--- config.mk ---
export PLATFORM = sky130hd
export DESIGN_NAME = uart_baud_gen_frac
export DESIGN_NICKNAME = d
export VERILOG_FILES = /design/src/rtl/uart_baud_gen_frac.sv
export SDC_FILE = /design/constraint.sdc
export NUM_CORES = 1
export LEC_CHECK = 0
export ABC_AREA = 1
export CAP_MARGIN = 20
export CORE_MARGIN = 4
export CORE_UTILIZATION = 38
export CTS_CLUSTER_DIAMETER = 100
export DETAILED_ROUTE_END_ITERATION = 16
export DONT_BUFFER_PORTS = 1
export PLACE_DENSITY = 0.52
export REMOVE_ABC_BUFFERS = 1
export SLEW_MARGIN = 15
export SYNTH_ARGS = -nofsm -noshare
export SYNTH_HDL_FRONTEND = slang
export SYNTH_SLANG_ARGS = --single-unit
--- constraint.sdc ---
create_clock -name clk -period 3.2 [get_ports clk]
set_input_delay 0.64 -clock clk [delete_from_list [all_inputs] [get_ports clk]]
set_output_delay 0.64 -clock clk [all_outputs]
set_load 0.1 [all_outputs]
--- src/rtl/uart_baud_gen_frac.sv ---
// Fractional baud-rate generator: produces a one-cycle oversample tick
// (s_tick) and a one-cycle bit tick (b_tick) from a runtime-loadable
// integer.fraction divisor held in shadow/active register pairs.
module uart_baud_gen_frac #(
  parameter int unsigned CLK_FREQ   = 100_000_000,
  parameter int unsigned BAUD_RATE  = 9600,
  parameter int unsigned OVERSAMPLE = 16,
  parameter int unsigned DIV_W      = 16,
  parameter int unsigned FRAC_W     = 4
) (
  input  logic              clk,
  input  logic              rst,
  input  logic              en,
  input  logic [DIV_W-1:0]  div_int,
  input  logic [FRAC_W-1:0] div_frac,
  input  logic              div_load,
  output logic              s_tick,
  output logic              b_tick,
  output logic              load_pending
);

  localparam int unsigned OS_W  = (OVERSAMPLE > 2) ? $clog2(OVERSAMPLE) : 1;
  localparam int unsigned CNT_W = DIV_W + 1;

  // Reset-default divisor in units of 1/2^FRAC_W clock.
  localparam longint unsigned DEF_D =
    (64'(CLK_FREQ) << FRAC_W) / (64'(BAUD_RATE) * 64'(OVERSAMPLE));
  localparam logic [DIV_W-1:0]  DEF_INT  = DIV_W'(DEF_D >> FRAC_W);
  localparam logic [FRAC_W-1:0] DEF_FRAC = FRAC_W'(DEF_D);

  logic [DIV_W-1:0]  act_int;
  logic [FRAC_W-1:0] act_frac;
  logic [DIV_W-1:0]  sh_int;
  logic [FRAC_W-1:0] sh_frac;

  logic [CNT_W-1:0]  cnt;
  logic [OS_W-1:0]   os_cnt;
  logic [FRAC_W-1:0] acc;
  logic              carry;

  logic [DIV_W-1:0]  eff_int;
  logic [CNT_W-1:0]  period_m1;
  logic [FRAC_W:0]   frac_sum;
  logic              tick_now;
  logic              os_last;
  logic              apply_now;

  // Period length, tick decision and apply point derived from current state.
  always_comb begin
    eff_int = act_int;
    if (act_int[DIV_W-1:1] == '0) begin
      eff_int = DIV_W'(2);
    end
    period_m1 = CNT_W'(eff_int) + CNT_W'(carry) - CNT_W'(1);
    tick_now  = en && (cnt == period_m1);
    os_last   = (os_cnt == OS_W'(OVERSAMPLE - 1));
    frac_sum  = {1'b0, acc} + {1'b0, act_frac};
    // While running, a new divisor only takes effect on a period boundary.
    apply_now = load_pending && (tick_now || !en);
  end

  // Cycle counter within the current period; registers s_tick at its end.
  always_ff @(posedge clk) begin
    if (rst || !en) begin
      cnt    <= '0;
      s_tick <= 1'b0;
    end else if (tick_now) begin
      cnt    <= '0;
      s_tick <= 1'b1;
    end else begin
      cnt    <= cnt + CNT_W'(1);
      s_tick <= 1'b0;
    end
  end

  // Oversample counter; b_tick accompanies every OVERSAMPLE-th s_tick.
  always_ff @(posedge clk) begin
    if (rst || !en) begin
      os_cnt <= '0;
      b_tick <= 1'b0;
    end else if (tick_now) begin
      os_cnt <= os_last ? '0 : os_cnt + OS_W'(1);
      b_tick <= os_last;
    end else begin
      b_tick <= 1'b0;
    end
  end

  // Fractional accumulator; the carry stretches the next period by one cycle.
  always_ff @(posedge clk) begin
    if (rst || !en) begin
      acc   <= '0;
      carry <= 1'b0;
    end else if (tick_now) begin
      if (apply_now) begin
        acc   <= '0;
        carry <= 1'b0;
      end else begin
        {carry, acc} <= frac_sum;
      end
    end
  end

  // Shadow capture and glitch-free transfer to the active divisor.
  always_ff @(posedge clk) begin
    if (rst) begin
      act_int      <= DEF_INT;
      act_frac     <= DEF_FRAC;
      sh_int       <= '0;
      sh_frac      <= '0;
      load_pending <= 1'b0;
    end else begin
      if (apply_now) begin
        act_int  <= sh_int;
        act_frac <= sh_frac;
      end
      // A fresh load on the apply cycle keeps the request alive for the next boundary.
      if (div_load) begin
        sh_int       <= div_int;
        sh_frac      <= div_frac;
        load_pending <= 1'b1;
      end else if (apply_now) begin
        load_pending <= 1'b0;
      end
    end
  end

endmodule

## Word-level counts from Yosys, hierarchy flattened

Cells that the tools add are included.

| storage, ports and cells | value |
|---|---|
| register bits | 69 |
| output and inout bits | 3 |

| operators by class | value |
|---|---|
| add/sub/neg operators | 5 |
| eq/ne operators | 2 |
| mux-type cells | 7 |
| bitwise operators | 1 |
| reductions and logical operators | 9 |

Operators by type and width:

| kind | number |
|---|---|
| $add A16 B1 Y17 | 1 |
| $add A17 B1 Y17 const B | 1 |
| $eq A17 B17 Y1 | 1 |
| $sub A17 B1 Y17 const B | 1 |
| $mux W16 | 1 |
| $logic_not A15 Y1 | 1 |
| $mux W4 | 2 |
| $add A4 B4 Y5 | 1 |
| $add A4 B1 Y4 const B | 1 |
| $eq A4 B4 Y1 const B | 1 |
| $mux W1 | 4 |
| $reduce_or A2 Y1 | 2 |
| $logic_and A1 B1 Y1 | 2 |
| $logic_or A1 B1 Y1 | 2 |
| $reduce_bool A2 Y1 | 1 |
| $logic_not A1 Y1 | 1 |
| $not A1 Y1 | 1 |

## Longest topological paths before layout

Gate-level depths: netlist of the first run.

| logic depth | value |
|---|---|
| depth after elaboration | 10 |
| gate-level depth with buffers | 23 |

## Least setup slack after synthesis of the first run

Ideal clock, no wire load.

| path | value |
|---|---|
| path type | register to register |
| start | register act_int[5] |
| end | register cnt[16] |
| arrival time | 2.695 ns |
| data required time | 3.086 ns |
| setup slack | 0.391 ns |
| stages on the path, launching flop included | 21 |
| cell sequence | dfxtp_1 > nor2_1 > nand2_2 > nor2_4 > nand2_4 > nand2_1 > ha_1 > ha_1 > nand2_1 > nor2_2 > nand2_1 > nor3_1 > nand4_1 > nand2_1 > nand2_1 > nor2_1 > nand4_2 > buf_6 > nand2_4 > buf_6 > nor2_1 |

| on the way | value |
|---|---|
| longest elaborated chain between the ends | 7 |

RTL lines:

| item | RTL line | source |
|---|---|---|
| from (decl) | 31 | `logic [DIV_W-1:0] act_int;` |
| from (signal assigned) | 114 | `act_int <= sh_int;` |
| $logic_not A15 Y1 | 51 | `if (act_int[DIV_W-1:1] == '0) begin` |
| $mux W16 * | 51 |  |
| $add A16 B1 Y17 * | 54 | `period_m1 = CNT_W'(eff_int) + CNT_W'(carry) - CNT_W'(1);` |
| $sub A17 B1 Y17 * | 54 |  |
| $eq A17 B17 Y1 * | 55 | `tick_now = en && (cnt == period_m1);` |
| $logic_and A1 B1 Y1 * | 55 |  |
| $reduce_or A2 Y1 (no line) * | -- |  |
| to (signal assigned) | 71 | `cnt <= cnt + CNT_W'(1);` |
| to (decl) | 36 | `logic [CNT_W-1:0] cnt;` |

Every way passes the cells marked *; elsewhere a longest branch is shown, timed or not.
A chain may end at the register's enable or synchronous reset.

## Final worst setup path of the first run

| path | value |
|---|---|
| start | register act_int[15] |
| end | register act_int[11] |

| on the way | value |
|---|---|
| longest elaborated chain between the ends | 8 |

RTL lines:

| item | RTL line | source |
|---|---|---|
| $logic_not A15 Y1 | 51 |  |
| $mux W16 * | 51 |  |
| $add A16 B1 Y17 * | 54 |  |
| $sub A17 B1 Y17 * | 54 |  |
| $eq A17 B17 Y1 * | 55 |  |
| $logic_and A1 B1 Y1 * | 55 |  |
| $logic_or A1 B1 Y1 * | 59 | `apply_now = load_pending && (tick_now \|\| !en);` |
| $logic_and A1 B1 Y1 * | 59 |  |

Marked as above.

==> out/results.ini, run 1 <==
[status]
status=finished, final reports clean

[yosys]
yosys.area.top_type=dfxtp_1
synth_most_common_cell=nand2_1
ys_ff_latch=69
ys_types=36
yosys-top-cells-count=91 x nand2_1, 69 x dfxtp_1, 63 x nor2_1
netlist.area_leader.share=0.3883
syn_area_um2=3557
synthCells=493
avgSynthCellArea_um2=7.215
async_flop_share=0
synth-main-ff-cell=dfxtp_1
ys_warn_count=0
synth_edf_count=0
ys_seq_area_frac=0.3883
synth_area_leaders=dfxtp_1 39%, nand2_1 9.6%, nand3_1 7.6%, nor2_1 6.6%, a21oi_1 5.5%

[power]
power-per-cell-area_nw_per_um2=471.9
p_leak_uw=0.001747
ir_drop_uv=269.0

[placed_design]
dpl_cell_area_um2=3740
preCtsSetupSlack_ps=71.17
dp_hpwl_mm=5.600
dp_cells=603
port_buffers=0
gp_congestion=0.8392

[setup_path]
path_common_cell=nand2_1
end_kind=flip-flop
crit_type=flip-flop to flip-flop
crit_path_end=act_int[11]
crit_start=act_int[15]
crit_arrival_ps=3120
r2r_cells=21
reg2reg_from=act_int[15]
max_stage_delay_ps=360
crit_path_max_fanout=17
start_kind=flip-flop
reg2reg_to=act_int[11]
crit_path_top_delay_cell=dfxtp_1
crit_required_ps=3440
worstPathCellList=nor2_1 -> nand2_1 -> nor2_4 -> nand2_4 -> nand2_1 -> ha_1 -> ha_1 -> nand2_1 -> nor2_2 -> nand2_2 -> nor2_4 -> nand3_1 -> xor2_1 -> nand2_1 -> nor2_4 -> nand4_2 -> nand2_4 -> buf_12 -> nand3_1 -> nand2_1 -> nor2_1
rrSetupSlack_ps=320

[clock_network]
cts_tree=yes
clkTransAtPathRegs_ps=80
clockBufferDepth=2
cts_made_buffers=9
cts_sinks=69
clk_latency_ps=350
htree_num_levels=3
root_buffer=clkbuf_8

[run]
cap_violations=0

[routing]
num_vias=3041
drc=0
drtAntennaViolNets=0
via_per_inst=4.866
avgRoutedWirePerCell_um=12.49
drt_pre_antenna_iters=4
routed_wl_mm=7.806
drt_iter0_drc=129

[final_layout]
drive_gt1_frac=0.1440
stdcell_count=625
num_antenna_cells=0
finish.instance_area_um2=4075
final_nets=542
areaGrowthSynthToFinish_pct=14.56

[floorplanning]
die_h_um=104.8
core-area_um2=9196
start_util=0.3868
die-area_um2=10970
ioPinCount=27
chipWidth_um=104.8
row_count=35

[grt]
antenna_found_initial=0
grt_pass1_wl_mm=13.55
grt_pass1_vias=2893
gr-total-overflow=0
grt_max_degree=41
grt_usage=0.1490

[timing]
rsz0062_at_grt=false
fin_skew_ps=11.34
setup_violations=0
finalCritPeriodShare=0.8997
timing.final.ws_setup_ps=320.9
hold_viol_final=0
fmax_mhz=347.3
post-route-min-period_ps=2879
tns_ps=0
slew_headroom=0.3794
drv_slew=0
worst_pin_slew_ps=929.7

[min_path]
min_path_type=input pin to flip-flop

## worst max-delay path: cells and delay by family, from the launching register on
family	cells	cell delay (ps)
adder cells (fa/ha/maj)	2	310
buffers and inverters	1	150
AND/OR/NAND/NOR	17	1790
XOR/XNOR	1	140
flip-flops	1	360
## sequential cells by signal (all words and copies together) (netlist names)
name          count
act_frac          4
s_tick            1
sh_frac           4
b_tick            1
cnt              17
act_int          16
load_pending      1
carry             1
acc               4
os_cnt            4
sh_int           16
## where the power goes
group	internal [uW]	switching (uW)	total, uW	leakage, uW
Sequential	895	33.9	929	0.000565
Clock	446	349	795	0.000107
Combinational	76.8	123	199	0.00107
Total	1420	506	1920	0.00175
## through the flow
stage / hold slack, ps / util / power, uW
final: 388.7 / 0.4431 / 1923
after floorplan: 429.2 / - / 1079
after CTS: 372.3 / 0.4307 / 1941
after global placement: 446.4 / 0.4067 / 1136
after global routing: 369.2 / 0.4431 / 2028
after detailed placement: 449.9 / 0.4067 / 1139
## cells in the final DEF (no fill, tap or decap), types with 3 or more instances in the layout
cell / instances
nor2_1: 59
buf_4: 20
xor2_1: 19
dfxtp_1: 65
clkinv_1: 3
nor2_4: 4
inv_1: 47
dfxtp_2: 4
ha_1: 8
nand3_1: 54
nand2_2: 4
o21ai_0: 22
nand4_1: 15
nor2_2: 9
xnor2_1: 5
nand2_4: 3
nor3_1: 5
nand2_1: 88
nand3_2: 3
clkbuf_8: 9
o21ai_2: 3
a21oi_1: 39
## cell families after synthesis
family          after synthesis  synth area share
flops                        69            0.3883
compound gates               67           0.09885
buf+inv                      68           0.07914
simple gates                256            0.3408
fa+ha+maj                     9           0.03377
xor+xnor                     24           0.05909
## worst min path at each step
stage,from,to,slack (ps),cells after the start
floorplan,act_int[0],act_int[0],430,2
global placement,sh_int[10],sh_int[10],450,2
detailed placement,sh_frac[3],sh_frac[3],450,2
CTS,rst,load_pending,370,1
global route,rst,load_pending,370,1
finish,rst,load_pending,390,1
## area by class of cell
type	instances	area (um^2)
Fill cell	954	5121
Multi-Input combinational cell	356	1942
Sequential cell	69	1386
Timing Repair Buffer	22	195.2
Inverter	51	191.4
Tap cell	111	138.9
Clock buffer	10	127.6
Clock inverter	6	93.84
## routing by layer
metal  routed length (um)  global-route usage  vias up  part of all wire
li1                     -                   -     1644                 -
met5                    0                   0        -                 0
met1                 4020              0.2109     1343              0.51
met3                  240             0.03582        8             0.031
met2                 3447              0.2227       46              0.44
met4                   97             0.04780        0             0.012
## repair_timing
item	CTS	global route
setup endpoints to repair	0	49
hold endpoints to repair	0	0
buffers inserted	0	5
hold buffers	0	0
gates resized for setup	0	15
Note: power is estimated with default switching activity, not from simulation.
==> inputs of run 2 (changes only) <==
--- a/config.mk
+++ b/config.mk
@@ -9,7 +9,7 @@
 export CAP_MARGIN = 20
 export CORE_MARGIN = 4
 export CORE_UTILIZATION = 38
-export CTS_CLUSTER_DIAMETER = 100
+export CTS_CLUSTER_DIAMETER = 40
 export DETAILED_ROUTE_END_ITERATION = 16
 export DONT_BUFFER_PORTS = 1
 export PLACE_DENSITY = 0.52
==> constraint.sdc (replaced) <==
create_clock -name clk -period 3.05 [get_ports clk]
set_input_delay 0.61 -clock clk [delete_from_list [all_inputs] [get_ports clk]]
set_output_delay 0.61 -clock clk [all_outputs]
set_load 0.1 [all_outputs]
==> out/results.ini, run 2 (synthesized netlist as in run 1, its figures left out) <==
[floorplanning]
die_h_um=104.8
core-area_um2=9196
row_count=35
start_util=0.3868
chipWidth_um=104.8
die-area_um2=10970
ioPinCount=27

[setup_path]
end_kind=flip-flop
crit_arrival_ps=3090
reg2reg_to=act_int[6]
reg2reg_from=act_int[6]
crit_type=flip-flop to flip-flop
start_kind=flip-flop
r2r_cells=21
rrSetupSlack_ps=210
crit_required_ps=3300
crit_path_max_fanout=6

[clock_network]
clkTransAtPathRegs_ps=80
clockBufferDepth=2
cts_tree=yes
root_buffer=clkbuf_8
clk_latency_ps=350
cts_made_buffers=9
htree_num_levels=3
cts_sinks=69

[routing]
drc=0
num_vias=3084
via_per_inst=4.857
drtAntennaViolNets=0
avgRoutedWirePerCell_um=12.69
routed_wl_mm=8.060
drt_pre_antenna_iters=4
drt_iter0_drc=134

[timing]
fin_skew_ps=6.836
fmax_mhz=352.0
hold_viol_final=0
slew_headroom=0.3379
drv_slew=0
setup_violations=0
post-route-min-period_ps=2841
timing.final.ws_setup_ps=209.3
worst_pin_slew_ps=993.2
tns_ps=0
finalCritPeriodShare=0.9314

[grt]
grt_usage=0.1481
grt_pass1_wl_mm=13.39
met2_usage=0.2305
grt_pass1_vias=2846
gr-total-overflow=0
grtUsageMet3=0.04077
grt_use_met1=0.2042
grt_max_degree=41
grt_busiest_layer=met2
antenna_found_initial=0

[final_layout]
areaGrowthSynthToFinish_pct=19.66
num-fill-cells=951
mostFrequentLayoutCell=nand2_1
final_nets=552
num_antenna_cells=0
layout_common_cells=85 x nand2_1, 62 x dfxtp_1, 55 x nor2_1, 52 x nand3_1, 47 x inv_1
drive_gt1_frac=0.1908
largest_reg_flops=17
largestRegisters=cnt: 17 flops, act_int: 16 flops, sh_int: 16 flops
largest_register=cnt

[power]
p_leak_uw=0.001808
switching_share=0.2918
ir_drop_uv=310.9
switchingPower_uw=560.7
seqPwrFrac=0.507
p_clk_frac=0.366
combPwrFrac=0.127
p_int_uw=1361
power-per-cell-area_nw_per_um2=451.5

[placed_design]
dp_hpwl_mm=5.742
preCtsSetupSlack_ps=-67.23
gp_congestion=0.8333
port_buffers=0

[min_path]
min_path_type=input pin to flip-flop
hp-start=rst
hold_path_end=load_pending
holdPathStages=1

[run]
cap_violations=0

[status]
status=finished, final reports clean

run 2: layer usage:
| metal | vias up | wire length, um | part of all wire |
|---|---|---|---|
| li1 | 1670 | - | - |
| met1 | 1372 | 4079 | 0.51 |
| met2 | 33 | 3670 | 0.46 |
| met3 | 9 | 232 | 0.029 |
| met4 | 0 | 78 | 0.0097 |
| met5 | - | 0 | 0 |
run 2: final cells by class:
cell class / instances / area [um^2] / area share
Clock buffer: 10 / 137.6 / 0.03233
Timing Repair Buffer: 32 / 316.6 / 0.07437
Clock inverter: 6 / 46.29 / 0.01088
Sequential cell: 69 / 1390 / 0.3266
Multi-Input combinational cell: 356 / 2036 / 0.4782
Tap cell: 111 / 138.9 / 0.03263
Inverter: 51 / 191.4 / 0.04497
run 2: worst max-delay path by stage:
stage                     depth (start not counted)            to  slack (ps)       start
after detailed placement                         20    act_int[7]         -70  act_int[3]
final                                            21    act_int[6]         210  act_int[6]
after CTS                                        19  load_pending          10  act_int[3]
after global routing                             21   act_int[10]         -30  act_int[6]
after floorplan                                  20    act_int[0]        -260  act_int[5]
after global placement                           20    act_int[3]          40  act_int[3]
run 2: timing repair:
action                     CTS  global route
gates resized for setup      2            38
gates cloned                 0             2
setup endpoints to repair   19            49
buffers inserted             1             6
pin swaps                    1            16
hold buffers                 0             0
run 2: through the flow:
stage	power (uW)	utilization	hold WS, ps	cells	area (um^2)
2_1_floorplan	1132	-	429.2	476	3467
3_3_place_gp	1202	0.4137	440.6	610	3805
3_5_place_dp	1204	0.4137	446.9	610	3805
4_1_cts	1912	0.4367	343.7	627	4016
5_1_grt	2015	0.4629	342.0	635	4257
6_report	1922	0.4629	359.8	635	4257
run 2: power by group through the flow:
| stage | sequential, uW | clock, uW | combinational, uW |
|---|---|---|---|
| 2_1_floorplan | 994 | 0 | 137 |
| 3_3_place_gp | 991 | 0 | 210 |
| 3_5_place_dp | 991 | 0 | 212 |
| 4_1_cts | 970 | 724 | 217 |
| 5_1_grt | 981 | 759 | 275 |
| 6_report | 974 | 704 | 243 |
run 2: worst max-delay path, cell delays in order, from the launching register on:
cell and delay (ps):
dfxtp_1 320, nor2_2 130, nand2_2 80, nor2_4 150, nand2_4 50, nand2_1 60, ha_2 190, ha_4 150
nand2_4 50, nor2_4 140, nand2_4 90, nor3_4 150, nand4_1 130, nand2_1 90, nand2_1 60, nor2_2 190
nand4_4 170, nand2_8 160, clkbuf_16 150, nand3_1 60, nand2_1 110, nor2_1 40
==> inputs of run 3 (changes only) <==
--- a/config.mk
+++ b/config.mk
@@ -6,13 +6,14 @@
 export NUM_CORES = 1
 export LEC_CHECK = 0
 export ABC_AREA = 1
-export CAP_MARGIN = 20
+export CAP_MARGIN = 5
 export CORE_MARGIN = 4
 export CORE_UTILIZATION = 38
+export CTS_BUF_LIST = sky130_fd_sc_hd__clkbuf_2
 export CTS_CLUSTER_DIAMETER = 40
 export DETAILED_ROUTE_END_ITERATION = 16
 export DONT_BUFFER_PORTS = 1
-export PLACE_DENSITY = 0.52
+export PLACE_DENSITY = 0.54
 export REMOVE_ABC_BUFFERS = 1
 export SLEW_MARGIN = 15
 export SYNTH_ARGS = -nofsm -noshare
==> out/results.ini, run 3 (synthesized netlist as in run 1, its figures left out) <==
[final_layout]
final_nets=550
layout_common_cells=86 x nand2_1, 62 x dfxtp_1, 59 x nor2_1, 52 x nand3_1, 47 x inv_1
drive_gt1_frac=0.1782
stdcell_count=633
num_antenna_cells=0
largestRegisters=cnt: 17 flops, act_int: 16 flops, sh_int: 16 flops
areaGrowthSynthToFinish_pct=16.18
mostFrequentLayoutCell=nand2_1
largest_reg_flops=17
largest_register=cnt

[floorplanning]
start_util=0.3868
chipWidth_um=104.8
ioPinCount=27
die-area_um2=10970
die_h_um=104.8
core-area_um2=9196
row_count=35

[grt]
grt_max_degree=41
gr-total-overflow=0
grt_pass1_wl_mm=13.37
grt_usage=0.1469
grt_pass1_vias=2895
antenna_found_initial=0

[clock_network]
root_buffer=clkbuf_2
cts_tree=yes
clk_latency_ps=500
clkTransAtPathRegs_ps=210
clockBufferDepth=2
htree_num_levels=3
cts_sinks=69
cts_made_buffers=9

[routing]
via_per_inst=4.932
routed_wl_mm=7.845
avgRoutedWirePerCell_um=12.39
drc=0
wl_met2_mm=3.459
drt_pre_antenna_iters=4
drt_iter0_drc=111
route.met3.wl_um=216
drtAntennaViolNets=0
num_vias=3122
dr.max_layer_used=met4
wl_met1_mm=4.027

[run]
cap_violations=0

[setup_path]
start_kind=flip-flop
crit_buf_inv=2
worstPathCellList=nor2_4 -> nand2_4 -> nor2_4 -> buf_4 -> a21oi_2 -> ha_4 -> nand2_4 -> nor2_4 -> nand2_4 -> nor3_4 -> xor2_1 -> nand3_2 -> nor2_4 -> nand4_4 -> nand2_8 -> buf_6 -> nand3_1 -> nand2_1 -> nor2_1
crit_path_top_delay_cell=dfxtp_1
end_kind=flip-flop
cp_top_family=simple AND/OR/NAND/NOR gates
crit_required_ps=3460
crit_arrival_ps=3280
crit_type=flip-flop to flip-flop
path_common_cell=nor2_4
crit_path_max_fanout=8
max_stage_delay_ps=420

[status]
status=finished, final reports clean

[placed_design]
gp_congestion=0.8184
port_buffers=0
dp_hpwl_mm=5.705
dp_cells=610
preCtsSetupSlack_ps=-40.24

[power]
p_leak_uw=0.001771
finalPower_uw=1680
power-per-cell-area_nw_per_um2=406.6
ir_drop_uv=192.5

[timing]
finalCritPeriodShare=0.9420
timing.final.ws_setup_ps=177.0
setup_violations=0
hold_viol_final=0
worst_pin_slew_ps=1026
whs_ps=174.3
post-route-min-period_ps=2873
tns_ps=0
fmax_mhz=348.1
fin_skew_ps=21.09
slew_headroom=0.3163
drv_slew=0

[min_path]
min_path_type=input pin to flip-flop

run 3: path summary, 6_finish.rpt:
kind,from,endpoint,slack [ps],cells after the start
max,act_int[6],act_int[11],180,19
min,rst,load_pending,170,1
max reg2reg,act_int[6],act_int[11],180,19
min reg2reg,sh_frac[3],sh_frac[3],470,2
run 3: layout make-up:
class	instances	area (um^2)
clock buffers	9	45.04
clock inverters	7	48.80
fillers	980	5064
inverters	51	191.4
multi-input cells	356	2038
flip-flops and latches	69	1390
well taps	111	138.9
repair buffers	30	280.3
run 3: per-stage QoR:
stage | utilization | area, um^2
final | 0.4494 | 4133
after global routing | 0.4494 | 4133
after CTS | 0.4234 | 3894
after detailed placement | 0.4124 | 3792
after global placement | 0.4124 | 3792
after floorplan | - | 3467
run 3: repair_timing:
item,in CTS,in global routing
cloned,0,2
endpoints found under the setup margin,18,49
pin swaps,0,14
resized for setup,2,37
hold buffers,0,0
buffers inserted,0,5
run 3: where the power goes:
part	leakage [uW]	internal [uW]	switching, uW
Clock	0.0000624	111	356
Combinational	0.00114	96.2	141
Sequential	0.000566	942	35.0
run 3: metal layers:
| layer | vias up | GRT usage |
|---|---|---|
| li1 | 1673 | - |
| met1 | 1398 | 0.2043 |
| met2 | 41 | 0.2209 |
| met3 | 10 | 0.04015 |
| met4 | 0 | 0.04592 |
| met5 | - | 0 |
